## config.mk

```make
export PLATFORM = sky130hd
export DESIGN_NAME = note_sequencer_flat
export DESIGN_NICKNAME = d
export VERILOG_FILES = /design/src/rtl/note_seq_pkg.sv /design/src/rtl/note_seq_if.sv /design/src/rtl/note_seq_table.sv /design/src/rtl/note_sequencer.sv /design/src/flat_wrapper.sv
export SDC_FILE = /design/constraint.sdc
export NUM_CORES = 1
export LEC_CHECK = 0
export ABC_CLOCK_PERIOD_IN_PS = 4900
export BUFFER_PORTS_ARGS = -buffer_cell sky130_fd_sc_hd__buf_2
export CAP_MARGIN = 20
export CELL_PAD_IN_SITES_DETAIL_PLACEMENT = 1
export CELL_PAD_IN_SITES_GLOBAL_PLACEMENT = 2
export CORE_MARGIN = 10
export CORE_UTILIZATION = 33
export DETAILED_ROUTE_END_ITERATION = 16
export PLACE_DENSITY = 0.89
export SLEW_MARGIN = 25
export SYNTH_ARGS = -nofsm -noshare
export SYNTH_HDL_FRONTEND = slang
export SYNTH_HIERARCHICAL = 1
export SYNTH_SLANG_ARGS = --single-unit
```

## constraint.sdc

```tcl
create_clock -name clk -period 4.9 [get_ports clk]
set_clock_uncertainty 0.05 [all_clocks]
set_input_delay 0.245 -clock clk [delete_from_list [all_inputs] [get_ports clk]]
set_output_delay 0.245 -clock clk [all_outputs]
set_load 0.03 [all_outputs]
```

## src/rtl/note_seq_pkg.sv

```systemverilog
// note_seq_pkg: shared types and constants for the note sequencer.
//   state_e    : sequencer FSM states (IDLE, PLAY)
//   entry_t    : 9-bit table entry {rest, period[7:0]}
//   REST_ENTRY : reset/cleared table contents (rest flag set, period 0)
//   MIN_TEMPO  : shortest step length in clocks
//   MIN_PERIOD : smallest period that still counts as a playable note
package note_seq_pkg;

  typedef enum logic {IDLE = 1'b0, PLAY = 1'b1} state_e;

  typedef struct packed {
    logic       rest;
    logic [7:0] period;
  } entry_t;

  localparam entry_t REST_ENTRY = 9'h100;
  localparam int     MIN_TEMPO  = 2;
  localparam int     MIN_PERIOD = 2;

  // Periods 0 and 1 cannot drive the downstream counter, so they play as rests.
  function automatic logic is_note(entry_t e);
    return !e.rest && (e.period >= 8'(MIN_PERIOD));
  endfunction

endpackage

```

## src/rtl/note_seq_if.sv

```systemverilog
// note_seq_if: host/counter-facing bundle for note_sequencer.
//   Host -> sequencer : start, stop, tempo, gate_len, last_step,
//                       wr_en, wr_addr, wr_data
//   Sequencer -> out  : max, gate, restart, step_idx, busy
//   With NOTE_SEQ_ONESHOT_EN defined: oneshot (in) and done (out) are added.
// Modports: master = host side, slave = sequencer side.
interface note_seq_if #(
  parameter int STEPS   = 8,
  parameter int TEMPO_W = 24,
  parameter int GATE_W  = 24
);
  import note_seq_pkg::*;
  localparam int STEP_W = $clog2(STEPS);

  logic               start;
  logic               stop;
  logic [TEMPO_W-1:0] tempo;
  logic [GATE_W-1:0]  gate_len;
  logic [STEP_W-1:0]  last_step;
  logic               wr_en;
  logic [STEP_W-1:0]  wr_addr;
  entry_t             wr_data;
  logic [7:0]         max;
  logic               gate;
  logic               restart;
  logic [STEP_W-1:0]  step_idx;
  logic               busy;
`ifdef NOTE_SEQ_ONESHOT_EN
  logic               oneshot;
  logic               done;
`endif

  modport master (
    output start, stop, tempo, gate_len, last_step, wr_en, wr_addr, wr_data,
`ifdef NOTE_SEQ_ONESHOT_EN
    output oneshot,
    input  done,
`endif
    input  max, gate, restart, step_idx, busy
  );

  modport slave (
    input  start, stop, tempo, gate_len, last_step, wr_en, wr_addr, wr_data,
`ifdef NOTE_SEQ_ONESHOT_EN
    input  oneshot,
    output done,
`endif
    output max, gate, restart, step_idx, busy
  );

endinterface

```

## src/rtl/note_seq_table.sv

```systemverilog
// note_seq_table: STEPS x 9-bit step table.
//   clk, reset (sync, active low: every entry returns to REST_ENTRY and
//   writes in that cycle are dropped), wr_en/wr_addr/wr_data (one write port),
//   rd_addr/rd_data (combinational read of the pre-edge contents).
module note_seq_table
  import note_seq_pkg::*;
#(
  parameter int STEPS = 8
) (
  input  logic                     clk,
  input  logic                     reset,
  input  logic                     wr_en,
  input  logic [$clog2(STEPS)-1:0] wr_addr,
  input  entry_t                   wr_data,
  input  logic [$clog2(STEPS)-1:0] rd_addr,
  output entry_t                   rd_data
);

  entry_t tbl_q [STEPS];
  entry_t tbl_d [STEPS];

  always_comb begin
    tbl_d = tbl_q;
    if (wr_en) tbl_d[wr_addr] = wr_data;
  end

  always_ff @(posedge clk) begin
    if (!reset) begin
      for (int i = 0; i < STEPS; i++) tbl_q[i] <= REST_ENTRY;
    end else begin
      tbl_q <= tbl_d;
    end
  end

  // Reads the current contents, so a write on a load edge only shows up
  // the next time that entry is loaded.
  assign rd_data = tbl_q[rd_addr];

endmodule

```

## src/rtl/note_sequencer.sv

```systemverilog
// note_sequencer: step sequencer feeding the synth period counter.
//   clk, reset     : system clock, synchronous active-low reset
//   bus (slave)    : start/stop control, tempo, gate_len, last_step,
//                    table write port; outputs max (period), gate,
//                    restart (onset pulse), step_idx, busy
// Optional: define NOTE_SEQ_ONESHOT_EN to add bus.oneshot / bus.done; when
// oneshot is high as step last_step ends, playback stops instead of wrapping.
module note_sequencer
  import note_seq_pkg::*;
#(
  parameter int STEPS   = 8,
  parameter int TEMPO_W = 24,
  parameter int GATE_W  = 24
) (
  input logic       clk,
  input logic       reset,
  note_seq_if.slave bus
);

  localparam int STEP_W = $clog2(STEPS);
  localparam int CW     = (TEMPO_W > GATE_W) ? TEMPO_W : GATE_W;

  state_e             state_q, state_d;
  logic [STEP_W-1:0]  step_q, step_d;
  logic [7:0]         max_q, max_d;
  logic               gate_q, gate_d;
  logic               restart_q, restart_d;
  logic               busy_q, busy_d;
  logic               done_q, done_d;
  logic [TEMPO_W-1:0] tick_q, tick_d;
  logic [TEMPO_W-1:0] tempo_q, tempo_d;
  logic [GATE_W-1:0]  gl_q, gl_d;

  logic [TEMPO_W-1:0] tempo_eff;
  logic [STEP_W-1:0]  ld_idx, next_idx;
  logic               load, wrap, step_end, gate_cut, finish;
  entry_t             rd_entry;

  note_seq_table #(.STEPS(STEPS)) u_table (
    .clk    (clk),
    .reset  (reset),
    .wr_en  (bus.wr_en),
    .wr_addr(bus.wr_addr),
    .wr_data(bus.wr_data),
    .rd_addr(ld_idx),
    .rd_data(rd_entry)
  );

  assign tempo_eff = (bus.tempo < TEMPO_W'(MIN_TEMPO)) ? TEMPO_W'(MIN_TEMPO) : bus.tempo;
  assign step_end  = (state_q == PLAY) && (tick_q == tempo_q - TEMPO_W'(1));
  // >= rather than == so a last_step lowered below the playing step still wraps.
  assign wrap      = (step_q >= bus.last_step);
  assign next_idx  = wrap ? '0 : step_q + 1'b1;
  // Gate only drops inside the step for 0 < gate_len < tempo; otherwise legato.
  assign gate_cut  = (gl_q != '0) && (CW'(gl_q) < CW'(tempo_q)) &&
                     (CW'(tick_q) == CW'(gl_q) - CW'(1));

`ifdef NOTE_SEQ_ONESHOT_EN
  assign finish   = bus.oneshot && wrap;
  assign bus.done = done_q;
`else
  assign finish   = 1'b0;
`endif

  always_comb begin
    state_d   = state_q;
    step_d    = step_q;
    max_d     = max_q;
    gate_d    = gate_q;
    restart_d = 1'b0;
    done_d    = 1'b0;
    tick_d    = tick_q;
    tempo_d   = tempo_q;
    gl_d      = gl_q;
    load      = 1'b0;
    ld_idx    = '0;

    if (bus.stop) begin
      state_d = IDLE;
      gate_d  = 1'b0;
    end else if (bus.start) begin
      load = 1'b1;
    end else if (state_q == PLAY) begin
      if (step_end) begin
        if (finish) begin
          state_d = IDLE;
          gate_d  = 1'b0;
          done_d  = 1'b1;
        end else begin
          load   = 1'b1;
          ld_idx = next_idx;
        end
      end else begin
        tick_d = tick_q + 1'b1;
        if (gate_cut) gate_d = 1'b0;
      end
    end

    if (load) begin
      state_d = PLAY;
      tick_d  = '0;
      step_d  = ld_idx;
      tempo_d = tempo_eff;
      gl_d    = bus.gate_len;
      if (is_note(rd_entry)) begin
        max_d     = rd_entry.period;
        gate_d    = 1'b1;
        restart_d = 1'b1;
      end else begin
        gate_d = 1'b0;
      end
    end

    busy_d = (state_d == PLAY);
  end

  always_ff @(posedge clk) begin
    if (!reset) begin
      state_q   <= IDLE;
      step_q    <= '0;
      max_q     <= '0;
      gate_q    <= 1'b0;
      restart_q <= 1'b0;
      busy_q    <= 1'b0;
      done_q    <= 1'b0;
      tick_q    <= '0;
      tempo_q   <= TEMPO_W'(MIN_TEMPO);
      gl_q      <= '0;
    end else begin
      state_q   <= state_d;
      step_q    <= step_d;
      max_q     <= max_d;
      gate_q    <= gate_d;
      restart_q <= restart_d;
      busy_q    <= busy_d;
      done_q    <= done_d;
      tick_q    <= tick_d;
      tempo_q   <= tempo_d;
      gl_q      <= gl_d;
    end
  end

  assign bus.max      = max_q;
  assign bus.gate     = gate_q;
  assign bus.restart  = restart_q;
  assign bus.step_idx = step_q;
  assign bus.busy     = busy_q;

endmodule
```

## src/flat_wrapper.sv

```systemverilog
// flat-port wrapper written by rule: the top's interface ports become plain ports
module note_sequencer_flat import note_seq_pkg::*;
#(
  parameter int STEPS   = 8,
  parameter int TEMPO_W = 24,
  parameter int GATE_W  = 24
)
  (clk, reset, bus_start, bus_stop, bus_tempo, bus_gate_len, bus_last_step, bus_wr_en, bus_wr_addr, bus_wr_data, bus_max, bus_gate, bus_restart, bus_step_idx, bus_busy);
  note_seq_if #(.STEPS(STEPS), .TEMPO_W(TEMPO_W), .GATE_W(GATE_W)) bus_i ();
  input logic clk;
  input logic reset;
  input wire logic [$bits(bus_i.start)-1:0] bus_start;
  input wire logic [$bits(bus_i.stop)-1:0] bus_stop;
  input wire logic [$bits(bus_i.tempo)-1:0] bus_tempo;
  input wire logic [$bits(bus_i.gate_len)-1:0] bus_gate_len;
  input wire logic [$bits(bus_i.last_step)-1:0] bus_last_step;
  input wire logic [$bits(bus_i.wr_en)-1:0] bus_wr_en;
  input wire logic [$bits(bus_i.wr_addr)-1:0] bus_wr_addr;
  input wire logic [$bits(bus_i.wr_data)-1:0] bus_wr_data;
  output wire logic [$bits(bus_i.max)-1:0] bus_max;
  output wire logic [$bits(bus_i.gate)-1:0] bus_gate;
  output wire logic [$bits(bus_i.restart)-1:0] bus_restart;
  output wire logic [$bits(bus_i.step_idx)-1:0] bus_step_idx;
  output wire logic [$bits(bus_i.busy)-1:0] bus_busy;
  assign bus_i.start = bus_start;
  assign bus_i.stop = bus_stop;
  assign bus_i.tempo = bus_tempo;
  assign bus_i.gate_len = bus_gate_len;
  assign bus_i.last_step = bus_last_step;
  assign bus_i.wr_en = bus_wr_en;
  assign bus_i.wr_addr = bus_wr_addr;
  assign bus_i.wr_data = bus_wr_data;
  assign bus_max = bus_i.max;
  assign bus_gate = bus_i.gate;
  assign bus_restart = bus_i.restart;
  assign bus_step_idx = bus_i.step_idx;
  assign bus_busy = bus_i.busy;
  note_sequencer #(.STEPS(STEPS), .TEMPO_W(TEMPO_W), .GATE_W(GATE_W)) u_core (.clk(clk), .reset(reset), .bus(bus_i));
endmodule
```

**Yosys cells after proc, flatten, opt, wreduce, memory -nomap -nowiden**

Index checks and enable logic that the tools add are counted.

- Logic and storage cells: 86
- Register bits: 158
- Output and inout bits: 14

- Eq/ne operators: 4
- Multiplexer cells: 27
- Reduce and logical (&&, ||, !) cells: 14
- Magnitude comparators: 7
- Bitwise operators: 6
- Add/subtract/negate cells: 4

Operators by type and width:

| kind | count |
|---|---|
| bitwise mux 72 bit | 1 |
| == test 24 bit | 2 |
| subtractor 24 x 1 -> 24 bit, second input constant | 2 |
| binary-select mux 9 bit (select 3 bit) | 1 |
| demux 9 bit (select 3 bit) | 1 |
| two-way mux 9 bit | 3 |
| adder 24 x 1 -> 24 bit, second input constant | 1 |
| less-than comparator 24 x 2 -> 1 bit, second input constant | 1 |
| less-than comparator 24 bit | 1 |
| two-way mux 24 bit | 1 |
| nonzero test 24 bit | 1 |
| two-way mux 1 bit | 15 |
| two-way mux 3 bit | 5 |
| greater-or-equal comparator 4 bit, second input constant | 2 |
| greater-or-equal comparator 8 x 2 -> 1 bit, second input constant | 1 |
| NOT 3 -> 4 bit | 2 |
| AND reduction 4 bit | 2 |
| nonzero test 3 bit | 2 |
| logical AND 1 bit | 5 |
| less-than comparator 4 x 1 -> 1 bit, second input constant | 1 |
| NOT 1 bit | 4 |
| AND reduction 2 bit | 2 |
| adder 3 x 1 -> 3 bit, second input constant | 1 |
| greater-or-equal comparator 3 bit | 1 |
| other kinds (4) | 4 |

**Depth between registers and ports, before layout**

Gate-level depths: netlist (run 1).

- Depth in word-level cells: 15
- Depth in mapped cells: 21
- Depth with buffers taken out: 18

**By module**

The synthesis (run 1) kept the hierarchy.

Modules (own cells, without submodules):

| module | seq. area each (µm²) | cells an instance | times used | area an instance (µm²) |
|---|---|---|---|---|
| note_sequencer | 1,721.7 | 801 | 1 | 6,042.0 |
| note_seq_table | 1,441.4 | 368 | 1 | 3,443.3 |

**Worst setup path after synthesis (run 1)**

OpenSTA, ideal clock, no wires.

- Path kind: register to register
- From: register u_core.tempo_q[0]
- To: register u_core.max_q[0] (netlist: u_core/bus.max[0])
- Slack: -295 ps
- Library setup time: 116 ps
- Cell stages (with the launch flop): 19
- Data arrival time: 5,029 ps
- Cell sequence: dfxtp_1 -> inv_1 -> ha_1 -> nor4b_4 -> nand4_2 -> or4b_1 -> a22oi_2 -> nand4_1 -> nor4_1 -> nand4b_1 -> o21ba_2 -> buf_2 -> mux4_1 -> mux2_4 -> or4_1 -> nor4_1 -> a2111oi_4 -> buf_6 -> a31o_2

RTL lines:

| element | line | source |
|---|---|---|
| start, declared | note_sequencer.sv:31 | `logic [TEMPO_W-1:0] tempo_q, tempo_d;` |
| start signal, assigned | note_sequencer.sv:127 | `tempo_q <= TEMPO_W'(MIN_TEMPO);` |
| start signal, assigned | note_sequencer.sv:138 | `tempo_q <= tempo_d;` |
| end signal, assigned | note_sequencer.sv:132 | `max_q <= max_d;` |
| end, declared | note_sequencer.sv:25 | `logic [7:0] max_q, max_d;` |

==> impl_metrics.ini, run 1 <==
[timing]
finalCritPeriodShare = 1.01
setup_viol = 7
fin_crit_ns = 4.96
timing.fmax_ghz = 0.202
hold_viol_final = 0
fin_ws_ns = -0.0582
slew_headroom = 0.376
maxSlewViolCount = 0
worst_pin_slew_ns = 0.936
whs_ns = 0.00883
fin_tns_setup_ns = -0.194
rsz0062_at_grt = yes

[global_route]
grt_pass1_wl_um = 52900
grt_use_total = 0.184
antenna_found_initial = 0
grt_pass1_vias = 9516
grt_max_degree = 116
gr-total-overflow = 0

[clocking]
numCtsBuffers = 17
clock_sinks = 158
clkLatencyLatePin_ns = 0.45
clockBufferDepth = 2
h-tree-depth = 4
cts_tree = done
clk_pin_slew_ns = 0.07
cts_root_buf = clkbuf_16

[setup_path]
crit_chain = inv_2 -> ha_4 -> nor4b_4 -> nand4_2 -> or4b_4 -> a22oi_2 -> nand4_1 -> nor4_2 -> nand4b_1 -> o21ba_4 -> mux4_2 -> mux2_4 -> or4_4 -> nor4_4 -> buf_4 -> a2111oi_4 -> buf_6 -> nor2_2 -> a31o_2
crit_path_end_kind = flop
cpPeakStageDelay_ns = 0.57
critPathLaunchType = flop
path_class = flop to flop
critPathSlowestCell = or4b_4
r2r_slack_ns = -0.06
crit_fanout = 7
arrival_ns = 5.30
cp.required_ns = 5.24

[routing]
drt_wl_total_um = 33200
drc = 0
wl_per_cell_um = 19.8
viasPerCell = 5.38
drt_iter0_markers = 484
postRouteAntennaNets = 0
vias = 9022
first_pass_iters = 4

[power_and_ir_drop]
irDropWorstVdd_mv = 0.270
power_density_nw_per_um2 = 280
finalPower_mw = 3.22
cellLeakagePower_nw = 4.42

[place]
pre_cts_ws_ns = -0.256
port_buffers = 81
placed_area_um2 = 10500
dp_hpwl_um = 24300
routabilityCongestion = 0.850
dp.cells = 1618

[cells_and_area]
syn2layout_area_growth_pct = 21.2
fin_area_um2 = 11500
final_core_util = 0.403
diodes = 0
fin_nets = 1377
layout-drive-gt1-share = 0.202
instances_no_fill = 1676

[floorplan]
core_um2 = 28500
io_pins = 82
die_h_um = 190
die_w_um = 190
row_count = 62
die_area_um2 = 35900
start_util = 0.332

[yosys]
netlist_area_um2 = 9490
synth_top_area_cell = dfxtp_1
synth_seq_area_share = 0.333
ys_seq_elements = 158
async_flop_share = 0
synth_flop_cell = dfxtp_1
postSynthCellCount = 1169
yosysWarningCount = 6
syn-num-nets = 1267
avgSynthCellArea_um2 = 8.11
synth_top_area_share = 0.333
synth_area_leaders = dfxtp_1, nand2_1, a21boi_0
ys_types = 80
synth_edf_count = 0

[status]
status = finished, violations left
violations = setup timing

[worst_hold_path]
hold_path.class = input port to flop

[run]
cap_violations = 0
## cells by family (layout without fill, tap and decap cells)
logic type                 Yosys count  after routing  share of synthesized area
adders and majority gates           30             30                     0.0396
buffers and inverters              133            255                     0.0612
DFF                                158            158                      0.333
and+or+nand+nor                    528            528                      0.277
AOI/OAI and AO/OA                  211            212                      0.150
muxes                               35             35                     0.0691
xor gates and xnor gates            74             74                     0.0698
## layout by cell type, fill, tap and decap left out, drive strengths merged, types with 22 or more instances in the layout
cell type / n
nand2: 232
nand4: 25
a21boi: 65
xnor2: 47
ha: 30
buf: 161
inv: 53
nor2: 63
a21oi: 24
nor3: 22
xor2: 26
nand3: 87
dfxtp: 158
o21ai: 65
## worst max-delay path, delay by kind of cell, from the launching register on
kind            cells  cell delay [ns]
buf+inv             3             0.43
compound gates      4             0.76
fa+ha+maj           1             0.13
simple gates        9             2.40
flops               1             0.33
mux                 2             0.82
## where the power goes
part	switching, mW	internal, mW
logic	0.279	0.205
registers	0.0411	1.32
clock network	0.626	0.747
## flip-flops by register name, summed over array words and instances, names as in the netlist
name,flops
u_core/tempo_q,24
u_core/bus.max,8
u_core/bus.step_idx,3
u_core/bus.gate,1
u_core/tick_q,24
u_core/bus.busy,1
u_core/gl_q,24
u_core/u_table/tbl_q,72
u_core/bus.restart,1
## cell usage after synthesis (4+ instances only)
master / number
ha_1: 30
a21o_1: 6
buf_6: 4
or4_1: 9
and3_1: 10
o31ai_1: 4
a31o_2: 7
nor2_1: 62
mux2_2: 7
xnor2_1: 47
xor2_1: 26
mux4_1: 15
inv_1: 46
or3_1: 7
a21oi_1: 24
nand4b_1: 7
buf_1: 14
a21boi_1: 4
dfxtp_1: 158
nand2b_1: 7
nor4_1: 18
nor2b_1: 4
clkbuf_1: 40
mux2i_1: 7
a211oi_1: 4
nand3_1: 87
nor3_1: 20
buf_2: 28
nand4_1: 24
o21ai_0: 65
a21boi_0: 61
nand2_1: 232
nand3b_1: 6
## path summary, 6_finish.rpt
kind / start / end / depth (start not counted)
max: u_core/tempo_q[0] / u_core/bus.max[3] / 19
min: bus_gate_len[19] / u_core/gl_q[19] / 3
max reg2reg: u_core/tempo_q[0] / u_core/bus.max[3] / 19
min reg2reg: u_core/u_table/tbl_q[45] / u_core/u_table/tbl_q[45] / 2
## routing by layer
layer	part of all wire	GRT usage	vias up
li1	-	-	4330
met2	0.52	0.339	183
met5	0	0	-
met4	0.031	0.0751	0
met1	0.42	0.208	4448
met3	0.028	0.0265	61
## cell type report
type,count,area (um2)
Inverter,46,173
Clock buffer,19,453
Clock inverter,13,145
Multi-Input combinational cell,879,5880
Timing Repair Buffer,177,1200
Tap cell,384,480
Sequential cell,158,3170
Fill cell,3485,17100
## what timing repair did
| item | 4_1_cts | 5_1_grt |
|---|---|---|
| endpoints found under the setup margin | 10 | 10 |
| hold endpoints to repair | 16 | 0 |
| buffers inserted | 9 | 2 |
| gates cloned | 1 | 0 |
| pin swaps | 9 | 5 |
| resized for setup | 25 | 15 |
| hold buffers | 16 | 0 |
No activity file was read; power rests on OpenSTA's default activity.
==> run 2: changes to the inputs <==
--- a/config.mk
+++ b/config.mk
@@ -5,15 +5,15 @@
 export SDC_FILE = /design/constraint.sdc
 export NUM_CORES = 1
 export LEC_CHECK = 0
-export ABC_CLOCK_PERIOD_IN_PS = 4900
+export ABC_CLOCK_PERIOD_IN_PS = 5400
 export BUFFER_PORTS_ARGS = -buffer_cell sky130_fd_sc_hd__buf_2
 export CAP_MARGIN = 20
 export CELL_PAD_IN_SITES_DETAIL_PLACEMENT = 1
 export CELL_PAD_IN_SITES_GLOBAL_PLACEMENT = 2
 export CORE_MARGIN = 10
-export CORE_UTILIZATION = 33
+export CORE_UTILIZATION = 36
 export DETAILED_ROUTE_END_ITERATION = 16
-export PLACE_DENSITY = 0.89
+export PLACE_DENSITY = 0.92
 export SLEW_MARGIN = 25
 export SYNTH_ARGS = -nofsm -noshare
 export SYNTH_HDL_FRONTEND = slang
==> constraint.sdc (replaced) <==
create_clock -name clk -period 5.4 [get_ports clk]
set_clock_uncertainty 0.05 [all_clocks]
set_input_delay 0.27 -clock clk [delete_from_list [all_inputs] [get_ports clk]]
set_output_delay 0.27 -clock clk [all_outputs]
set_load 0.03 [all_outputs]
==> run 2 against run 1 <==
- final area is 5.7% lower
- the run now ends clean
- die area decreased by 7.5%
- critical path depth stayed put
- wire length shrank 4.6%
- non-clock buffer count is 63 lower
- largest cell class unchanged
- sequential cell count unchanged
- via count fell by 3.4%
- maximum frequency shrank 6.2%
- cell count is 6.7% lower
- count of clock-buffer cells in the layout is 2 lower
- hold slack better by 0.015 ns
==> impl_metrics.ini, run 2 (synthesized netlist as in run 1, its figures left out) <==
[status]
status = completed

[cells_and_area]
largest_reg_flops = 72
final_core_util = 0.417
fillCellCount = 3156
layout-drive-gt1-share = 0.158
syn2layout_area_growth_pct = 14.3
ff_latch_area_um2 = 3160
fin_nets = 1313
final_common_cell = nand2_1
top_register = u_core/u_table/tbl_q
final_cell_mix = nand2_1, dfxtp_1, nand3_1
multiInputGateArea_um2 = 5790

[place]
port_buffers = 81
routabilityCongestion = 0.900
pre_cts_ws_ns = -0.154
dp_hpwl_um = 23100

[setup_path]
crit_fanout = 16
path_class = flop to flop
r2r_slack_ns = 0.11
cp.required_ns = 5.68
crit_path_end_kind = flop
critPathLaunchType = flop
arrival_ns = 5.57

[run]
cap_violations = 0

[power_and_ir_drop]
cellLeakagePower_nw = 4.13
irDropWorstVdd_mv = 0.184
clkPwrFrac = 0.435
seq_power_share = 0.427
power_density_nw_per_um2 = 267
switchingPower_mw = 0.904
intPower_mw = 1.99
p_comb_frac = 0.139
p_sw_frac = 0.312

[clocking]
ctsHoldBuffers = 0
clock_sinks = 158
numCtsBuffers = 17
cts_tree = done
clockBufferDepth = 2
cts_root_buf = clkbuf_16
clkLatencyLatePin_ns = 0.44
h-tree-depth = 4
clk_pin_slew_ns = 0.08

[timing]
fin_crit_ns = 5.29
rsz0062_at_grt = yes
setup_viol = 0
hold_viol_final = 0
finalCritPeriodShare = 0.979
whs_ns = 0.0236
slew_headroom = 0.395
worst_pin_slew_ns = 0.905
timing.fmax_ghz = 0.189
maxSlewViolCount = 0
fin_ws_ns = 0.114

[global_route]
grt_pass1_wl_um = 49400
gr-total-overflow = 0
grt_use_total = 0.184
grt_max_degree = 119
grt_pass1_vias = 9061
antenna_found_initial = 2

[routing]
first_pass_iters = 5
drc = 0
viasPerCell = 5.57
vias = 8715
wl_per_cell_um = 20.3
postRouteAntennaNets = 0
drt_wl_total_um = 31700
drt_iter0_markers = 581

[floorplan]
io_pins = 82
die_area_um2 = 33200
row_count = 59
die_h_um = 182
start_util = 0.365
core_um2 = 26000
die_w_um = 182

[worst_hold_path]
hold_path.class = input port to flop
-- run 2: worst paths after layout --
check	endpoint	startpoint	cells past startpoint
setup / recovery	u_core/bus.max[0]	u_core/tempo_q[0]	19
hold / removal	u_core/gl_q[20]	bus_gate_len[20]	3
setup reg to reg	u_core/bus.max[0]	u_core/tempo_q[0]	19
hold reg to reg	u_core/u_table/tbl_q[52]	u_core/u_table/tbl_q[52]	2
-- run 2: what timing repair did --
action,in CTS,in global routing
setup buffers,0,9
endpoints found under the setup margin,8,8
endpoints found under the hold margin,0,0
pin swaps,2,13
gates resized for setup,3,11
-- run 2: routing by layer --
metal / up-vias / track usage / share of wire
met4: 2 / 0.0664 / 0.022
met3: 43 / 0.0299 / 0.033
met1: 4311 / 0.214 / 0.43
met2: 153 / 0.332 / 0.52
li1: 4206 / - / -
met5: - / 0 / 0.00041
-- run 2: power groups by stage --
stage	logic [mW]	registers, mW	clock network, mW
finish	0.401	1.24	1.26
global route	0.446	1.24	1.34
CTS	0.394	1.24	1.29
detailed placement	0.388	1.26	0
global placement	0.376	1.26	0
floorplan	0.276	1.25	0
-- run 2: layout make-up --
class | instances | share of cell area
inverters | 46 | 0.0159
multi-input cells | 878 | 0.534
clock inverters | 15 | 0.0185
flip-flops and latches | 158 | 0.292
diodes | 1 | 0.000231
well taps | 335 | 0.0387
repair buffers | 114 | 0.0615
clock buffers | 17 | 0.0392
-- run 2: critical path, cell delays in order, from the launching register on --
cell,delay (ns)
dfxtp_2,0.35
inv_1,0.08
ha_2,0.18
nor4b_4,0.29
nand4_4,0.19
or4b_4,0.53
a22oi_2,0.23
nand4_1,0.17
nor4_4,0.29
nand4b_1,0.24
nor2_2,0.19
buf_6,0.16
buf_6,0.15
mux4_1,0.54
mux2_2,0.31
or4_4,0.43
nor4_2,0.25
buf_4,0.16
a2111oi_4,0.10
a31o_2,0.29
-- run 2: per-stage QoR --
step / setup TNS, ns / instance area, um2 / power [mW] / std cells
after floorplan: 0 / 9490 / 1.52 / 1169
after global placement: 0 / 10100 / 1.64 / 1522
after detailed placement: -1.16 / 10100 / 1.65 / 1522
after CTS: 0 / 10700 / 2.92 / 1554
after global routing: -0.959 / 10800 / 3.02 / 1563
final: 0 / 10800 / 2.90 / 1564
